--- config.mk ---
export PLATFORM = sky130hd
export DESIGN_NAME = param_shift_reg
export DESIGN_NICKNAME = d
export VERILOG_FILES = /design/src/rtl/param_shift_reg.sv
export SDC_FILE = /design/constraint.sdc
export NUM_CORES = 1
export LEC_CHECK = 0
export CAP_MARGIN = 20
export CORE_MARGIN = 2
export CORE_UTILIZATION = 43
export CTS_CLUSTER_SIZE = 28
export DETAILED_ROUTE_END_ITERATION = 10
export PLACE_DENSITY = 0.81
export SYNTH_ARGS = -nofsm -noshare
export SYNTH_HDL_FRONTEND = slang
export SYNTH_SLANG_ARGS = --single-unit
--- constraint.sdc ---
create_clock -name clk -period 2.55 [get_ports clk]
set_input_delay 0.3825 -clock clk [delete_from_list [all_inputs] [get_ports clk]]
set_output_delay 0.3825 -clock clk [all_outputs]
set_load 0.02 [all_outputs]
--- src/rtl/param_shift_reg.sv ---
// rtl/param_shift_reg.sv - WIDTH-bit universal shift register with word-completion counter.
// Optional: PARAM_SHIFT_REG_ROTATE_EN turns both shift modes into rotates (serial inputs ignored).
module param_shift_reg #(
  parameter int               WIDTH   = 8,
  parameter logic [WIDTH-1:0] RST_VAL = '0,
  parameter int               CNT_W   = $clog2(WIDTH)
) (
  input  logic             clk,
  input  logic             rst,
  input  logic             en,
  input  logic [1:0]       mode,
  input  logic             sin_r,
  input  logic             sin_l,
  input  logic [WIDTH-1:0] pdin,
  output logic [WIDTH-1:0] q,
  output logic             sout_r,
  output logic             sout_l,
  output logic [CNT_W-1:0] shift_cnt,
  output logic             word_done
);

  localparam logic [1:0]       MODE_HOLD  = 2'b00;
  localparam logic [1:0]       MODE_RIGHT = 2'b01;
  localparam logic [1:0]       MODE_LEFT  = 2'b10;
  localparam logic [1:0]       MODE_LOAD  = 2'b11;
  localparam logic [CNT_W-1:0] LAST_CNT   = CNT_W'(WIDTH - 1);

  logic [WIDTH-1:0] r_q;
  logic [CNT_W-1:0] r_cnt;
  logic             r_done;

  logic [WIDTH-1:0] w_q_next;
  logic [CNT_W-1:0] w_cnt_next;
  logic             w_done_next;
  logic             w_in_r;
  logic             w_in_l;
  logic             w_shift;

`ifdef PARAM_SHIFT_REG_ROTATE_EN
  assign w_in_r = r_q[0];
  assign w_in_l = r_q[WIDTH-1];
`else
  assign w_in_r = sin_r;
  assign w_in_l = sin_l;
`endif

  assign w_shift = en && (mode == MODE_RIGHT || mode == MODE_LEFT);

  always_comb begin
    w_q_next    = r_q;
    w_cnt_next  = r_cnt;
    w_done_next = 1'b0;
    if (en) begin
      case (mode)
        MODE_HOLD:  w_q_next = r_q;
        MODE_RIGHT: w_q_next = {w_in_r, r_q[WIDTH-1:1]};
        MODE_LEFT:  w_q_next = {r_q[WIDTH-2:0], w_in_l};
        MODE_LOAD: begin
          w_q_next   = pdin;
          w_cnt_next = '0;
        end
        default:    w_q_next = r_q;
      endcase
    end
    // Both shift directions advance one shared word counter.
    if (w_shift) begin
      if (r_cnt == LAST_CNT) begin
        w_cnt_next  = '0;
        w_done_next = 1'b1;
      end else begin
        w_cnt_next  = r_cnt + 1'b1;
      end
    end
  end

  always_ff @(posedge clk or negedge rst) begin
    if (!rst) begin
      r_q    <= RST_VAL;
      r_cnt  <= '0;
      r_done <= 1'b0;
    end else begin
      r_q    <= w_q_next;
      r_cnt  <= w_cnt_next;
      r_done <= w_done_next;
    end
  end

  assign q         = r_q;
  assign sout_r    = r_q[0];
  assign sout_l    = r_q[WIDTH-1];
  assign shift_cnt = r_cnt;
  assign word_done = r_done;

endmodule

Yosys cells after proc, flatten, opt, wreduce, memory -nomap -nowiden
Index checks and enable logic that the tools add are counted.
Storage, ports and cells
  register bits: 12
  latch bits: 0
  RAM bits: 0
  memory bits (read-only): 0
  bits of input ports: 15
  output and inout bits: 14
  memories kept: 0
Cells by class
  add/sub/neg operators: 1
  multipliers: 0
  divide/modulo/power cells: 0
  order comparisons: 0
  equal/unequal tests: 4
  shift-type cells: 0
  mux-type cells: 7
  bitwise operators: 1
  reduce and logical (&&, ||, !) cells: 7
Operators with widths (count)
  8-bit case mux with 3 select lines: 1
  3-bit two-way mux: 4
  2-bit equality test, second input constant: 2
  2-bit AND reduction: 2
  2-bit nonzero test: 2
  3-bit by 1-bit adder with 3-bit output, second input constant: 1
  3-bit equality test, second input constant: 1
  2-bit by 1-bit equality test with 1-bit output, second input constant: 1
  2-bit logical NOT: 1
  1-bit two-way mux: 2
  1-bit logical AND: 1
  1-bit logical OR: 1
  1-bit NOT: 1

Logic depth before layout (Yosys ltp)
  depth in word-level cells: 5
  mapped depth: 6
  gate-level depth less buffers: 5

Worst setup path before layout
No wires, ideal clock.
  path type: register -> register
  start: reg r_cnt[0] (netlist: shift_cnt[0])
  end: reg r_cnt[2] (netlist: shift_cnt[2])
  arrival time: 1.146 ns
  data required time: 2.428 ns
  path slack: 1.283 ns
  cell stages (with the launch flop): 4
  path through: dfrtp_1 -> ha_1 -> ha_1 -> a32o_1
On the way
  longest elaborated chain between the ends: 3
  elaborated cells on any way between the ends: 4
  those cells by class: 1 x add/sub; 1 x eq/ne; 2 x mux
Ends and longest elaborated chain
  start, declared: line 29  | logic [CNT_W-1:0] r_cnt;
  start signal, assigned: line 83  | r_cnt <= w_cnt_next;
  3-bit by 1-bit adder with 3-bit output or 3-bit equality test (tied branches): line 71, 67
  3-bit two-way mux (*): line 67  | if (r_cnt == LAST_CNT) begin
  3-bit two-way mux (*): line 66  | if (w_shift) begin
Every way passes the cells marked *; elsewhere a longest branch is shown, timed or not.
A chain may end at the register's enable or synchronous reset.

Worst setup path in the final report
  start: reg r_q[5] (netlist: q[5])
  end: out q[5]
RTL lines
  start, declared: line 28  | logic [WIDTH-1:0] r_q;
  start signal, assigned: line 82  | r_q <= w_q_next;
  end, declared: line 15  | output logic [WIDTH-1:0] q,
No word-level cell between the ends.

==> run_results.csv <==
group,metric,value,unit
status,status,"complete, no violations",
routing,viasPerCell,5.486,
job,cap_viol_max_count,0,
yosys,synth_top_cells_by_count,"12 x dfrtp_1, 8 x a21oi_1, 8 x a22o_1, 8 x nand2_1, 8 x o21ai_1",
routing,drt-initial-drc-count,5,
floorplanning,initial_utilization,44.96,%
routing,wirelength,1450,um
sta,min_period,1.707,ns
sta,tns,0,ns
power,ir_worst_vdd,464.3,uV
floorplanning,core,1489,um^2
sta,hold_viol,0,
clock_network,cts_root_buf,"clkbuf_4",
critical_path,start_kind,"register",
critical_path,crit_buf_inv,1,
placement,place_inst,103,
clock_network,cts_setup_buffers,0,
yosys,yosys_warnings,0,
critical_path,worstPathCellList,"clkdlybuf4s50_1",
sta,skew,0.003244,ns
clock_network,clkTransAtPathRegs,0.08,ns
sta,tightest_slew,0.5200,ns
routing,ant_nets,0,
yosys,synth_area,669.4,um^2
yosys,seq_area_frac_synth,44.86,%
routing,num_vias,587,
clock_network,htreeDepth,1,
sta,finalSetupViolCount,0,
critical_path,worstSetupPathType,"reg -> out",
sta,relSlewSlack,65.23,%
critical_path,cp_slowest_cell,"clkdlybuf4s50_1",
sta,maxSlewViolCount,0,
yosys,async_reset_ff_share,100.0,%
yosys,yosys.cell_types.count,15,
global_routing,grt_pass1_vias,528,
floorplanning,ios,29,
critical_path,r2r-start,"shift_cnt[0]",
sta,fmax,585.8,MHz
critical_path,path_max_fanout,4,
global_routing,antenna_found_initial,0,
yosys,syn_inst,64,
layout,n_fill_cell,136,
critical_path,r2r-end,"shift_cnt[2]",
power,leakagePower,0.4263,nW
floorplanning,num_rows,14,
placement,dpl.hpwl,1109,um
layout,num_antenna_cells,0,
sta,rsz0062_at_grt,"no",
sta,period_share,66.94,%
power,seq_power_share,38.6,%
critical_path,r2r_cells,3,
routing,drc,0,
floorplanning,die_h,43.46,um
global_routing,grt_overflow,0,
layout,multi_input_area,316.6,um^2
yosys,synth_xor_xnor_area_share,0,%
clock_network,postCtsHoldBufs,0,
layout,finalNonFillerCells,107,
yosys,yosys.area_share.simple,10.28,%
yosys,synthAdderAreaFrac,9.346,%
routing,dr.pass1.iters,4,
power,comb_power_share,39.7,%
yosys,ys_ff_latch,12,
yosys,synthTopCellsByArea,"dfrtp_1 45%, a22o_1 10%, ha_1 9.3%",
global_routing,grt_usage,17.65,%
floorplanning,die_area,1888,um^2
clock_network,cts-resized-gates,0,
critical_path,cp_slowest_stage_delay,0.63,ns
yosys,syn_area_per_cell,10.46,um^2
yosys,synth_top_family_by_area,"compound AO/OA/AOI/OAI gates",
placement,gp_congestion,0.7778,
yosys,synth.top_cell.area_share,44.86,%
yosys,synth_compound_area_share,27.66,%
layout,drive_gt1_share,6.593,%
power,swShare,34.47,%
worst_hold_path,min_path_type,"in -> async",
yosys,synth-edff-count,0,
yosys,synthMuxAreaShare,0,%
yosys,synth_top_area_cell,"dfrtp_1",
layout,fin_nets,112,
critical_path,cp.arrival,1.32,ns
yosys,synth_most_common_cell,"dfrtp_1",
layout,synthToLayoutAreaGrowth,43.55,%
power,p_int,466.4,uW
layout,ff_latch_area,300.3,um^2
power,p_per_area,740.8,nW/um^2
critical_path,critPathRequiredTime,2.17,ns
critical_path,endpoint_kind,"output pin",
clock_network,cts_sinks,12,
clock_network,clockBufferDepth,2,
critical_path,cp_top_family,"buffers and inverters",
placement,port-buffer-count,28,
global_routing,grt_max_degree,17,
yosys,synth_fp_nets,84,
routing,routedWlPerCell,13.55,um
power,p_clk_share,21.7,%
clock_network,numCtsBuffers,3,
floorplanning,die_x,43.46,um
power,p_sw,245.4,uW
yosys,yosys_most_used_dff,"dfrtp_1",
clock_network,clock_latency,0.28,ns
critical_path,reg2reg_slack,1.32,ns
global_routing,grt_pass1_wl,2366,um
clock_network,cts_tree,"yes",
[placed cells by master (no fill, tap or decap)]
master / Yosys / final
nand2_1: 8 / 8
ha_1: 5 / 5
inv_1: 2 / 2
and3_1: 1 / 1
a32o_1: 3 / 3
o21ai_1: 8 / 8
nor2_8: 1 / 1
clkbuf_4: 0 / 3
a22o_1: 8 / 8
nand2b_2: 1 / 1
dfrtp_1: 12 / 12
clkbuf_8: 0 / 1
a21oi_1: 8 / 8
clkdlybuf4s50_1: 0 / 28
o21ai_0: 1 / 1
nor2_1: 1 / 1
[sequential cells by signal (all words and copies together) (netlist names)]
name / count
word_done: 1
q: 8
shift_cnt: 3
[worst max-delay path by stage]
| stage | from | endpoint | cells after the start |
|---|---|---|---|
| floorplan | shift_cnt[0] | shift_cnt[2] | 3 |
| global placement | mode[0] | q[0] | 6 |
| detailed placement | mode[0] | q[1] | 6 |
| CTS | q[5] | q[5] | 1 |
| global route | q[5] | q[5] | 1 |
| finish | q[5] | q[5] | 1 |
[logic make-up (layout without fill, tap and decap cells)]
logic type	after synthesis	in the layout
flops	12	12
simple gates	12	12
buf+inv	7	34
compound gates	28	28
fa+ha+maj	5	5
[final cells by class]
cell class / count / area share, %
Multi-Input combinational cell: 45 / 32.94
Inverter: 2 / 0.7812
Tap cell: 16 / 2.083
Clock buffer: 4 / 3.776
Sequential cell: 12 / 31.25
Timing Repair Buffer: 28 / 29.17
[layer usage]
metal	global-route usage, %	part of all wire (%)
met4	7.273	1.0
met3	7.917	5.9
met5	0	0
met1	22.31	46
met2	26.27	47
[power by group through the flow]
stage | clock [mW] | combinational, mW | sequential [mW]
2_1_floorplan | 0 | 0.102 | 0.322
3_3_place_gp | 0 | 0.276 | 0.276
3_5_place_dp | 0 | 0.284 | 0.278
4_1_cts | 0.162 | 0.284 | 0.274
5_1_grt | 0.169 | 0.304 | 0.282
6_report | 0.154 | 0.282 | 0.275
[through the flow]
| stage | area (um^2) | utilization (%) | setup WS [ns] | total power [mW] | hold WS (ns) |
|---|---|---|---|---|---|
| floorplan | 669.4 | - | 1.283 | 0.4244 | 0.08691 |
| global placement | 924.6 | 62.10 | 0.6742 | 0.5528 | 0.5150 |
| detailed placement | 924.6 | 62.10 | 0.6524 | 0.5621 | 0.5320 |
| CTS | 960.9 | 64.54 | 0.8239 | 0.7207 | 0.4551 |
| global route | 960.9 | 64.54 | 0.7906 | 0.7550 | 0.4787 |
| finish | 960.9 | 64.54 | 0.8429 | 0.7118 | 0.4381 |
Power figures use the tool's default switching activity.
